[src/rtl/cfg_frame_pkg.sv]
// Shared definitions for the configuration frame loader: sync/end markers,
// header field positions, the controller state encoding and header helpers.
// The optional checksum stage is enabled by defining CFG_CHECKSUM_EN; the
// CHK encoding is always present so state dumps decode the same in every build.
package cfg_frame_pkg;

  // Word that opens a configuration session.
  localparam logic [31:0] SYNC_WORD = 32'hFAB0_FAB1;

  // Column value in a header that closes the session.
  localparam logic [7:0]  END_COL   = 8'hFF;

  // Header layout: [31:24] column, [7:0] number of frames.
  localparam int HDR_COL_MSB = 31;
  localparam int HDR_COL_LSB = 24;
  localparam int HDR_NF_MSB  = 7;
  localparam int HDR_NF_LSB  = 0;

  typedef enum logic [2:0] {
    ST_IDLE   = 3'd0,
    ST_HDR    = 3'd1,
    ST_DATA   = 3'd2,
    ST_STROBE = 3'd3,
    ST_HOLD   = 3'd4,
    ST_CHK    = 3'd5
  } state_t;

  // Column field of a header word.
  function automatic logic [7:0] hdr_col(input logic [31:0] w);
    return w[HDR_COL_MSB:HDR_COL_LSB];
  endfunction

  // Frame-count field of a header word.
  function automatic logic [7:0] hdr_nframes(input logic [31:0] w);
    return w[HDR_NF_MSB:HDR_NF_LSB];
  endfunction

endpackage

[src/rtl/cfg_strobe_decoder.sv]
// Combinational one-hot decoder from (column, frame, enable) to the fabric
// frame strobe vector. Bit index is col*MAX_FRAMES+frame; all zero when
// disabled or when the inputs point outside the fabric.
module cfg_strobe_decoder #(
  parameter int NUM_COLUMNS = 4,
  parameter int MAX_FRAMES  = 20,
  parameter int COL_W       = 2,
  parameter int NF_W        = 5
) (
  input  logic [COL_W-1:0]                  i_col,
  input  logic [NF_W-1:0]                   i_frame,
  input  logic                              i_en,
  output logic [NUM_COLUMNS*MAX_FRAMES-1:0] o_strobe
);

  // Exhaustive compare keeps the result one-hot by construction.
  always_comb begin
    o_strobe = '0;
    if (i_en) begin
      for (int c = 0; c < NUM_COLUMNS; c++) begin
        for (int f = 0; f < MAX_FRAMES; f++) begin
          if (i_col == COL_W'(c) && i_frame == NF_W'(f)) begin
            o_strobe[c*MAX_FRAMES+f] = 1'b1;
          end
        end
      end
    end
  end

endmodule

[src/rtl/cfg_frame_loader.sv]
// Configuration frame loader: consumes a 32-bit word stream (valid/ready),
// assembles NUM_ROWS words into FrameData and fires one frame strobe per
// frame. Define CFG_CHECKSUM_EN to require an XOR checksum word per column.
//
// Handshake: a word transfers on a rising CLK edge where s_valid && s_ready.
// s_ready depends only on registered state, never on s_valid; the source may
// raise or drop s_valid at any cycle and a stalled word is simply not taken.
module cfg_frame_loader
  import cfg_frame_pkg::*;
#(
  parameter int NUM_ROWS      = 2,
  parameter int NUM_COLUMNS   = 4,
  parameter int MAX_FRAMES    = 20,
  parameter int STROBE_CYCLES = 2
) (
  input  logic                              CLK,
  input  logic                              RST,
  input  logic [31:0]                       s_data,
  input  logic                              s_valid,
  output logic                              s_ready,
  output logic [32*NUM_ROWS-1:0]            FrameData,
  output logic [NUM_COLUMNS*MAX_FRAMES-1:0] FrameStrobe,
  output logic                              busy,
  output logic                              done,
  output logic                              err,
  output state_t                            dbg_state
);

  localparam int ROW_W = (NUM_ROWS > 1) ? $clog2(NUM_ROWS) : 1;
  localparam int COL_W = (NUM_COLUMNS > 1) ? $clog2(NUM_COLUMNS) : 1;
  localparam int NF_W  = $clog2(MAX_FRAMES + 1);
  localparam int SC_W  = $clog2(STROBE_CYCLES + 1);

  localparam logic [7:0]       NCOL_LIM = 8'(NUM_COLUMNS);
  localparam logic [7:0]       MAXF_LIM = 8'(MAX_FRAMES);
  localparam logic [ROW_W-1:0] LAST_ROW = ROW_W'(NUM_ROWS - 1);
  localparam logic [SC_W-1:0]  LAST_SC  = SC_W'(STROBE_CYCLES - 1);

  // Registered state.
  state_t                r_state;
  logic                  r_live;
  logic [COL_W-1:0]      r_col;
  logic [NF_W-1:0]       r_nframes;
  logic [NF_W-1:0]       r_frame;
  logic [ROW_W-1:0]      r_row;
  logic [SC_W-1:0]       r_scnt;
  logic [32*NUM_ROWS-1:0] r_frame_data;
  logic                  r_done;
  logic                  r_err;
`ifdef CFG_CHECKSUM_EN
  logic [31:0]           r_chk;
`endif

  // Combinational control.
  state_t     w_state_nxt;
  logic       w_ready;
  logic       w_hdr_load;
  logic       w_data_wr;
  logic       w_frame_adv;
  logic       w_set_done;
  logic       w_set_err;
  logic       w_clr_err;
  logic [7:0] w_hdr_col;
  logic [7:0] w_hdr_nf;
  logic       w_hdr_bad;
  logic       w_last_row;
  logic       w_last_frame;
  logic       w_strobe_en;

  assign w_hdr_col    = hdr_col(s_data);
  assign w_hdr_nf     = hdr_nframes(s_data);
  assign w_hdr_bad    = (w_hdr_col >= NCOL_LIM) || (w_hdr_nf == 8'd0) ||
                        (w_hdr_nf > MAXF_LIM);
  assign w_last_row   = (r_row == LAST_ROW);
  assign w_last_frame = (r_frame == (r_nframes - NF_W'(1)));
  assign w_strobe_en  = (r_state == ST_STROBE);

  // State register; reset drops straight to IDLE, which kills the strobe.
  always_ff @(posedge CLK or posedge RST) begin
    if (RST) begin
      r_state <= ST_IDLE;
    end else begin
      r_state <= w_state_nxt;
    end
  end

  // Next-state and per-state control decode.
  always_comb begin
    w_state_nxt = r_state;
    w_ready     = 1'b0;
    w_hdr_load  = 1'b0;
    w_data_wr   = 1'b0;
    w_frame_adv = 1'b0;
    w_set_done  = 1'b0;
    w_set_err   = 1'b0;
    w_clr_err   = 1'b0;
    case (r_state)
      ST_IDLE: begin
        // r_live keeps s_ready low until the first edge after reset.
        w_ready = r_live;
        if (r_live && s_valid && s_data == SYNC_WORD) begin
          w_clr_err   = 1'b1;
          w_state_nxt = ST_HDR;
        end
      end
      ST_HDR: begin
        w_ready = 1'b1;
        if (s_valid) begin
          if (w_hdr_col == END_COL) begin
            w_set_done  = 1'b1;
            w_state_nxt = ST_IDLE;
          end else if (w_hdr_bad) begin
            w_set_err   = 1'b1;
            w_state_nxt = ST_IDLE;
          end else begin
            w_hdr_load  = 1'b1;
            w_state_nxt = ST_DATA;
          end
        end
      end
      ST_DATA: begin
        w_ready = 1'b1;
        if (s_valid) begin
          w_data_wr = 1'b1;
          if (w_last_row) begin
            w_state_nxt = ST_STROBE;
          end
        end
      end
      ST_STROBE: begin
        if (r_scnt == LAST_SC) begin
          w_state_nxt = ST_HOLD;
        end
      end
      ST_HOLD: begin
        if (w_last_frame) begin
`ifdef CFG_CHECKSUM_EN
          w_state_nxt = ST_CHK;
`else
          w_state_nxt = ST_HDR;
`endif
        end else begin
          w_frame_adv = 1'b1;
          w_state_nxt = ST_DATA;
        end
      end
`ifdef CFG_CHECKSUM_EN
      ST_CHK: begin
        w_ready = 1'b1;
        if (s_valid) begin
          if (s_data != r_chk) begin
            w_set_err   = 1'b1;
            w_state_nxt = ST_IDLE;
          end else begin
            w_state_nxt = ST_HDR;
          end
        end
      end
`endif
      default: begin
        w_state_nxt = ST_IDLE;
      end
    endcase
  end

  // Datapath: header latch, row assembly, strobe timer, frame counter, flags.
  always_ff @(posedge CLK or posedge RST) begin
    if (RST) begin
      r_live       <= 1'b0;
      r_col        <= '0;
      r_nframes    <= '0;
      r_frame      <= '0;
      r_row        <= '0;
      r_scnt       <= '0;
      r_frame_data <= '0;
      r_done       <= 1'b0;
      r_err        <= 1'b0;
    end else begin
      r_live <= 1'b1;
      r_done <= w_set_done;
      if (w_set_err) begin
        r_err <= 1'b1;
      end else if (w_clr_err) begin
        r_err <= 1'b0;
      end
      if (w_hdr_load) begin
        r_col     <= w_hdr_col[COL_W-1:0];
        r_nframes <= w_hdr_nf[NF_W-1:0];
        r_frame   <= '0;
        r_row     <= '0;
      end
      // FrameData only moves on an accepted DATA word, so it is frozen
      // through STROBE and HOLD.
      if (w_data_wr) begin
        r_frame_data[32*r_row +: 32] <= s_data;
        r_row <= w_last_row ? '0 : r_row + 1'b1;
      end
      if (r_state == ST_STROBE) begin
        r_scnt <= r_scnt + 1'b1;
      end else begin
        r_scnt <= '0;
      end
      if (w_frame_adv) begin
        r_frame <= r_frame + 1'b1;
      end
    end
  end

`ifdef CFG_CHECKSUM_EN
  // Running XOR of every data word of the current column.
  always_ff @(posedge CLK or posedge RST) begin
    if (RST) begin
      r_chk <= '0;
    end else if (w_hdr_load) begin
      r_chk <= '0;
    end else if (w_data_wr) begin
      r_chk <= r_chk ^ s_data;
    end
  end
`endif

  cfg_strobe_decoder #(
    .NUM_COLUMNS (NUM_COLUMNS),
    .MAX_FRAMES  (MAX_FRAMES),
    .COL_W       (COL_W),
    .NF_W        (NF_W)
  ) u_strobe_dec (
    .i_col    (r_col),
    .i_frame  (r_frame),
    .i_en     (w_strobe_en),
    .o_strobe (FrameStrobe)
  );

  assign s_ready   = w_ready;
  assign FrameData = r_frame_data;
  assign busy      = (r_state != ST_IDLE);
  assign done      = r_done;
  assign err       = r_err;
  assign dbg_state = r_state;

endmodule
[config.mk]
export PLATFORM = sky130hd
export DESIGN_NAME = cfg_frame_loader
export DESIGN_NICKNAME = d
export VERILOG_FILES = /design/src/rtl/cfg_frame_pkg.sv /design/src/rtl/cfg_strobe_decoder.sv /design/src/rtl/cfg_frame_loader.sv
export SDC_FILE = /design/constraint.sdc
export NUM_CORES = 1
export LEC_CHECK = 0
export CORE_MARGIN = 2
export CORE_UTILIZATION = 25
export CTS_BUF_LIST = sky130_fd_sc_hd__clkbuf_4
export CTS_CLUSTER_SIZE = 8
export DETAILED_ROUTE_END_ITERATION = 6
export GPL_TIMING_DRIVEN = 0
export SLEW_MARGIN = 10
export SYNTH_ARGS = -nofsm -noshare
export SYNTH_HDL_FRONTEND = slang
export SYNTH_SLANG_ARGS = --single-unit
[constraint.sdc]
create_clock -name CLK -period 4.3 [get_ports CLK]
set_input_delay 1.075 -clock CLK [delete_from_list [all_inputs] [get_ports CLK]]
set_output_delay 1.075 -clock CLK [all_outputs]
set_load 0.005 [all_outputs]
# Word level (Yosys, flattened, before mapping)
# Cells that the tools add are included.
[word_totals] reg_bits=85 output_inout_bits=151 ram_bits=0 mem_count=0 latchBits=0 elab_cells=265 romBits=0
[classes] shift=2 n_div=0 eq_ne=35 muxes=117 reduce_logical=94 bitwise_logic=0 order_cmp=2 mul=0 n_addsub=5
[op_table] op="1-bit two-way mux" n=102
[op_table] op="1-bit logical AND" n=82
[op_table] op="80-bit two-way mux" n=1
[op_table] op="64-bit bitwise mux" n=1
[op_table] op="32-bit by 34-bit variable shift with 64-bit output (first input constant)" n=1
[op_table] op="32-bit by 34-bit variable part select with 64-bit output" n=1
[op_table] op="5-bit by 4-bit == test with 1-bit output (second input constant)" n=8
[op_table] op="6-bit negation with 34-bit output" n=1
[op_table] op="32-bit == test (second input constant)" n=1
[op_table] op="5-bit by 3-bit == test with 1-bit output (second input constant)" n=4
[op_table] op="5-bit == test (second input constant)" n=4
[op_table] op="3-bit two-way mux" n=5
[op_table] op="3-bit one-hot mux with 5 select lines" n=1
[op_table] op="5-bit by 2-bit == test with 1-bit output (second input constant)" n=2
[op_table] op="5-bit two-way mux" n=2
[op_table] op="2-bit inequality test (second input constant)" n=5
[op_table] op="8-bit == test (second input constant)" n=1
[op_table] op="8-bit by 3-bit greater-or-equal comparator with 1-bit output (second input constant)" n=1
[op_table] op="8-bit by 5-bit > comparator with 1-bit output (second input constant)" n=1
[op_table] op="8-bit zero test" n=1
[op_table] op="2-bit two-way mux" n=4
[op_table] op="3-bit by 2-bit == test with 1-bit output (second input constant)" n=2
[op_table] op="2-bit nonzero test" n=3
[op_table] op="5-bit by 1-bit adder with 5-bit output (second input constant)" n=1
[op_table] op="other kinds (17)" n=20

# Depth between registers and ports, before layout
[depth] ltp_word=9 mapped_depth=8

# Modules after synthesis
# Synthesis repeated with hierarchy kept, for this count alone.
[unflattened] cells_unflattened=396 area_unflattened_um2=4409.2
[by_module_without_submodules] module="cfg_frame_loader" cells_per_inst=266 seq_area_each_um2=2127.0 instances=1 area_each_um2=3697.3
[by_module_without_submodules] module="cfg_strobe_decoder" cells_per_inst=130 seq_area_each_um2=0.0 instances=1 area_each_um2=711.9

# Worst setup path before layout
# No wires, ideal clock.
[synth_timing] path_kind="register to output" startpoint="register r_state[1] (netlist: dbg_state[1])" endpoint="output FrameStrobe[0]" path_stages_with_launch=8 setup_slack_ns=1.638 arrival_time_ns=1.587 t_required_ns=3.225 path_cell_list="dfrtp_1 -> buf_4 -> inv_4 -> or3_1 -> buf_2 -> or3_4 -> buf_6 -> nor2_2"
[synth_between] elab_chain_len=2
[synth_rtl] item="start: declaration" line="cfg_frame_loader.sv:40" source="state_t r_state;"
[synth_rtl] item="start signal: assignment" line="cfg_frame_loader.sv:83" source="r_state <= w_state_nxt;"
[synth_rtl] item="3-bit by 2-bit == test with 1-bit output" line="cfg_frame_loader.sv:76" source="assign w_strobe_en = (r_state == ST_STROBE);"
[synth_rtl] item="80-bit two-way mux" line="cfg_strobe_decoder.sv:19" source="if (i_en) begin"
[synth_rtl] item="end: declaration" line="cfg_frame_loader.sv:22" source="output logic [NUM_COLUMNS*MAX_FRAMES-1:0] FrameStrobe,"
# Every way passes these cells.

# Worst setup path after layout
[layout_timing] startpoint="register r_state[1] (netlist: dbg_state[1])" endpoint="output FrameStrobe[8]"
# Same word-level chain as after synthesis.

==> impl_metrics.env <==
export IMPL_path_buf_inv=5
export IMPL_clk_latency_ps=430
export IMPL_finalNonFillerCells=818
export IMPL_die_w_um=134
export IMPL_initial_utilization_pct=25.6
export IMPL_syn_nets=438
export IMPL_gp_congestion=0.778
export IMPL_synth_seq_area_share_pct=50.0
export IMPL_crit_type="reg -> out"
export IMPL_path_cells="buf_4 > inv_4 > or3_1 > buf_2 > or3_4 > buf_6 > nor2_2 > clkdlybuf4s50_1"
export IMPL_cp_slowest_cell="clkdlybuf4s50_1"
export IMPL_io_pins=186
export IMPL_setup_ws_ps=570
export IMPL_rr_endpoint="FrameData[27]"
export IMPL_p_leak_nw=2.72
export IMPL_yosys_warnings=0
export IMPL_period_share_pct=86.7
export IMPL_drv_slew=0
export IMPL_crit_family="buffers and inverters"
export IMPL_r2r_slack_ps=2200
export IMPL_die_area_mm2=0.0181
export IMPL_cts_num_sinks=85
export IMPL_fillers=1633
export IMPL_nets=635
export IMPL_path_depth=8
export IMPL_post_dp_hpwl_um=10000
export IMPL_met3_usage_pct=4.35
export IMPL_synth_most_common_cell="dfrtp_1"
export IMPL_drt_iter0_markers=82
export IMPL_netlist_top_cells_area="dfrtp_1, mux2_2, nor2_1, nor2_2, nand2_1"
export IMPL_synth_top_area_cell="dfrtp_1"
export IMPL_cts_resized_gates=0
export IMPL_ff2ff_path_depth=4
export IMPL_synth_edf_count=0
export IMPL_grt_pass1_wl_um=20100
export IMPL_critPathCapture="FrameStrobe[8]"
export IMPL_insertedDiodeCount=0
export IMPL_syn_inst=396
export IMPL_core_area_mm2=0.0166
export IMPL_dpl_cell_count=802
export IMPL_drv_cap=0
export IMPL_status="completed"
export IMPL_cp_start_kind="flip-flop"
export IMPL_cts_htree_levels=3
export IMPL_max_freq_mhz=268
export IMPL_antenna_found_initial=0
export IMPL_syn_avg_cell_area_um2=10.7
export IMPL_finalClockSkew_ps=9.64
export IMPL_syn_area_mm2=0.00425
export IMPL_synthArstFlopShare_pct=100
export IMPL_fp_row_count=47
export IMPL_endpoint_kind="output pin"
export IMPL_cts_setup_buffers=0
export IMPL_ant_nets=0
export IMPL_post_place_ws_ps=1030
export IMPL_die_height_um=134
export IMPL_first_global_vias=3657
export IMPL_routed_wl_um=12700
export IMPL_required_ps=3220
export IMPL_vdd_ir_drop_worst_v=0.000121
export IMPL_worstMarginPinSlew_ps=619
export IMPL_ys_flop_type="dfrtp_1"
export IMPL_grtUsageMet2_pct=24.7
export IMPL_drc=0
export IMPL_hp_class="reg -> reg"
export IMPL_drt_wirelength_per_cell_um=15.5
export IMPL_p_per_area_mw_per_mm2=227
export IMPL_finalSetupViolations=0
export IMPL_portBuffers=185
export IMPL_firstDrtPassIters=4
export IMPL_ys_seq_elements=85
export IMPL_cp_arrival_ps=2660
export IMPL_ctsHoldBuffers=0
export IMPL_top_usage_layer="met2"
export IMPL_globalRouteTotalUtil_pct=14.2
export IMPL_cpPeakStageDelay_ps=510
export IMPL_area_growth_pct=54.4
export IMPL_cts_path_max_buffers=2
export IMPL_viasPerCell=4.42
export IMPL_synth_cell_types=50
export IMPL_gr_total_overflow=0
export IMPL_cts_reportedPaths_clkPinSlew_ps=130
export IMPL_drive_above_1_share_pct=20.7
export IMPL_slew_headroom_pct=58.4
export IMPL_crit_start="dbg_state[1]"
export IMPL_holdPathStages=1
export IMPL_reg2reg_from="dbg_state[0]"
export IMPL_use_met1_pct=16.8
export IMPL_rsz0062_at_grt="false"
export IMPL_cts_tree="yes"
export IMPL_synth_top_area_share_pct=50.0
export IMPL_path_max_fanout=10
export IMPL_clockRootBuffer="clkbuf_4"
export IMPL_finalHoldViolations=0
export IMPL_grt_max_degree=55
export IMPL_period_minus_slack_ps=3730
export IMPL_synth_common_cells="dfrtp_1, nor2_1, mux2_2"
export IMPL_vias=3614
export IMPL_cts_buffers=9
export IMPL_whs_ps=443
-- flip-flops by register name, summed over array words and instances (netlist names) --
name	cells
FrameData	64
dbg_state	3
done	1
err	1
r_col	2
r_frame	5
r_live	1
r_nframes	5
r_row	1
r_scnt	2
-- logic make-up after synthesis --
| logic type | Yosys count | synth area share [%] |
|---|---|---|
| adders and majority gates | 7 | 2.06 |
| xor gates and xnor gates | 8 | 1.65 |
| other | 1 | 0.0882 |
| and+or+nand+nor | 169 | 19.8 |
| buffers and inverters | 32 | 3.71 |
| muxes | 70 | 18.5 |
| AOI/OAI and AO/OA | 24 | 4.09 |
| DFF | 85 | 50.0 |
-- final cells by class --
class,instances,area [um2],share of cell area (%)
Sequential cell,85,2130,32.4
Multi-Input combinational cell,279,1970,30.0
Timing Repair Buffer,186,1880,28.6
Tap cell,220,275,4.19
Buffer,21,114,1.73
Clock buffer,11,82.6,1.26
Clock inverter,5,75.1,1.14
Inverter,11,46.3,0.705
-- per-layer routing --
layer	vias to the layer above	routed length, um
met4	0	185
met3	16	1060
met5	-	0
met1	1715	5260
met2	145	6180
li1	1738	-
-- metrics by stage --
step | utilization (%) | area, um2 | TNS (ps) | total power, mW
after floorplan | - | 4250 | 0 | 0.887
after global placement | 38.5 | 6380 | -32690 | 0.988
after detailed placement | 38.6 | 6410 | 0 | 0.994
after CTS | 39.6 | 6570 | 0 | 1.52
after global routing | 39.6 | 6570 | 0 | 1.56
final | 39.6 | 6570 | 0 | 1.49
-- how the worst min path moves through the flow --
stage                         start         to  slack [ps]
final                     r_scnt[0]  r_scnt[0]         440
after global routing      r_scnt[0]  r_scnt[0]         460
after CTS                 r_scnt[0]  r_scnt[0]         450
after detailed placement  r_scnt[0]  r_scnt[0]         430
after global placement    r_scnt[0]  r_scnt[0]         420
after floorplan           r_scnt[0]  r_scnt[0]         410
-- layout by cell type, fill, tap and decap left out, drive strengths merged, types with 2 or more instances in the layout --
master / count
nor2: 90
inv: 11
or3: 4
a211oi: 2
a21oi: 3
nor2b: 8
nand2b: 4
nor3: 7
buf: 14
and3: 2
ha: 7
nand3b: 2
xor2: 3
clkinv: 3
and2: 2
nand2: 27
clkbuf: 19
dfrtp: 85
xnor2: 5
bufinv: 2
nand3: 8
nor4: 7
clkdlybuf4s50: 185
nand4: 3
o31ai: 2
o22a: 2
o21ai: 6
mux2: 70
-- power breakdown --
| part | leakage (nW) | total, mW | switching, mW | internal (mW) |
|---|---|---|---|---|
| logic | 1.51 | 0.148 | 0.0653 | 0.0826 |
| clock network | 0.0906 | 0.516 | 0.270 | 0.247 |
| registers | 1.13 | 0.828 | 0.0103 | 0.818 |
| total | 2.72 | 1.49 | 0.345 | 1.15 |
(Power assumes the default switching activity.)
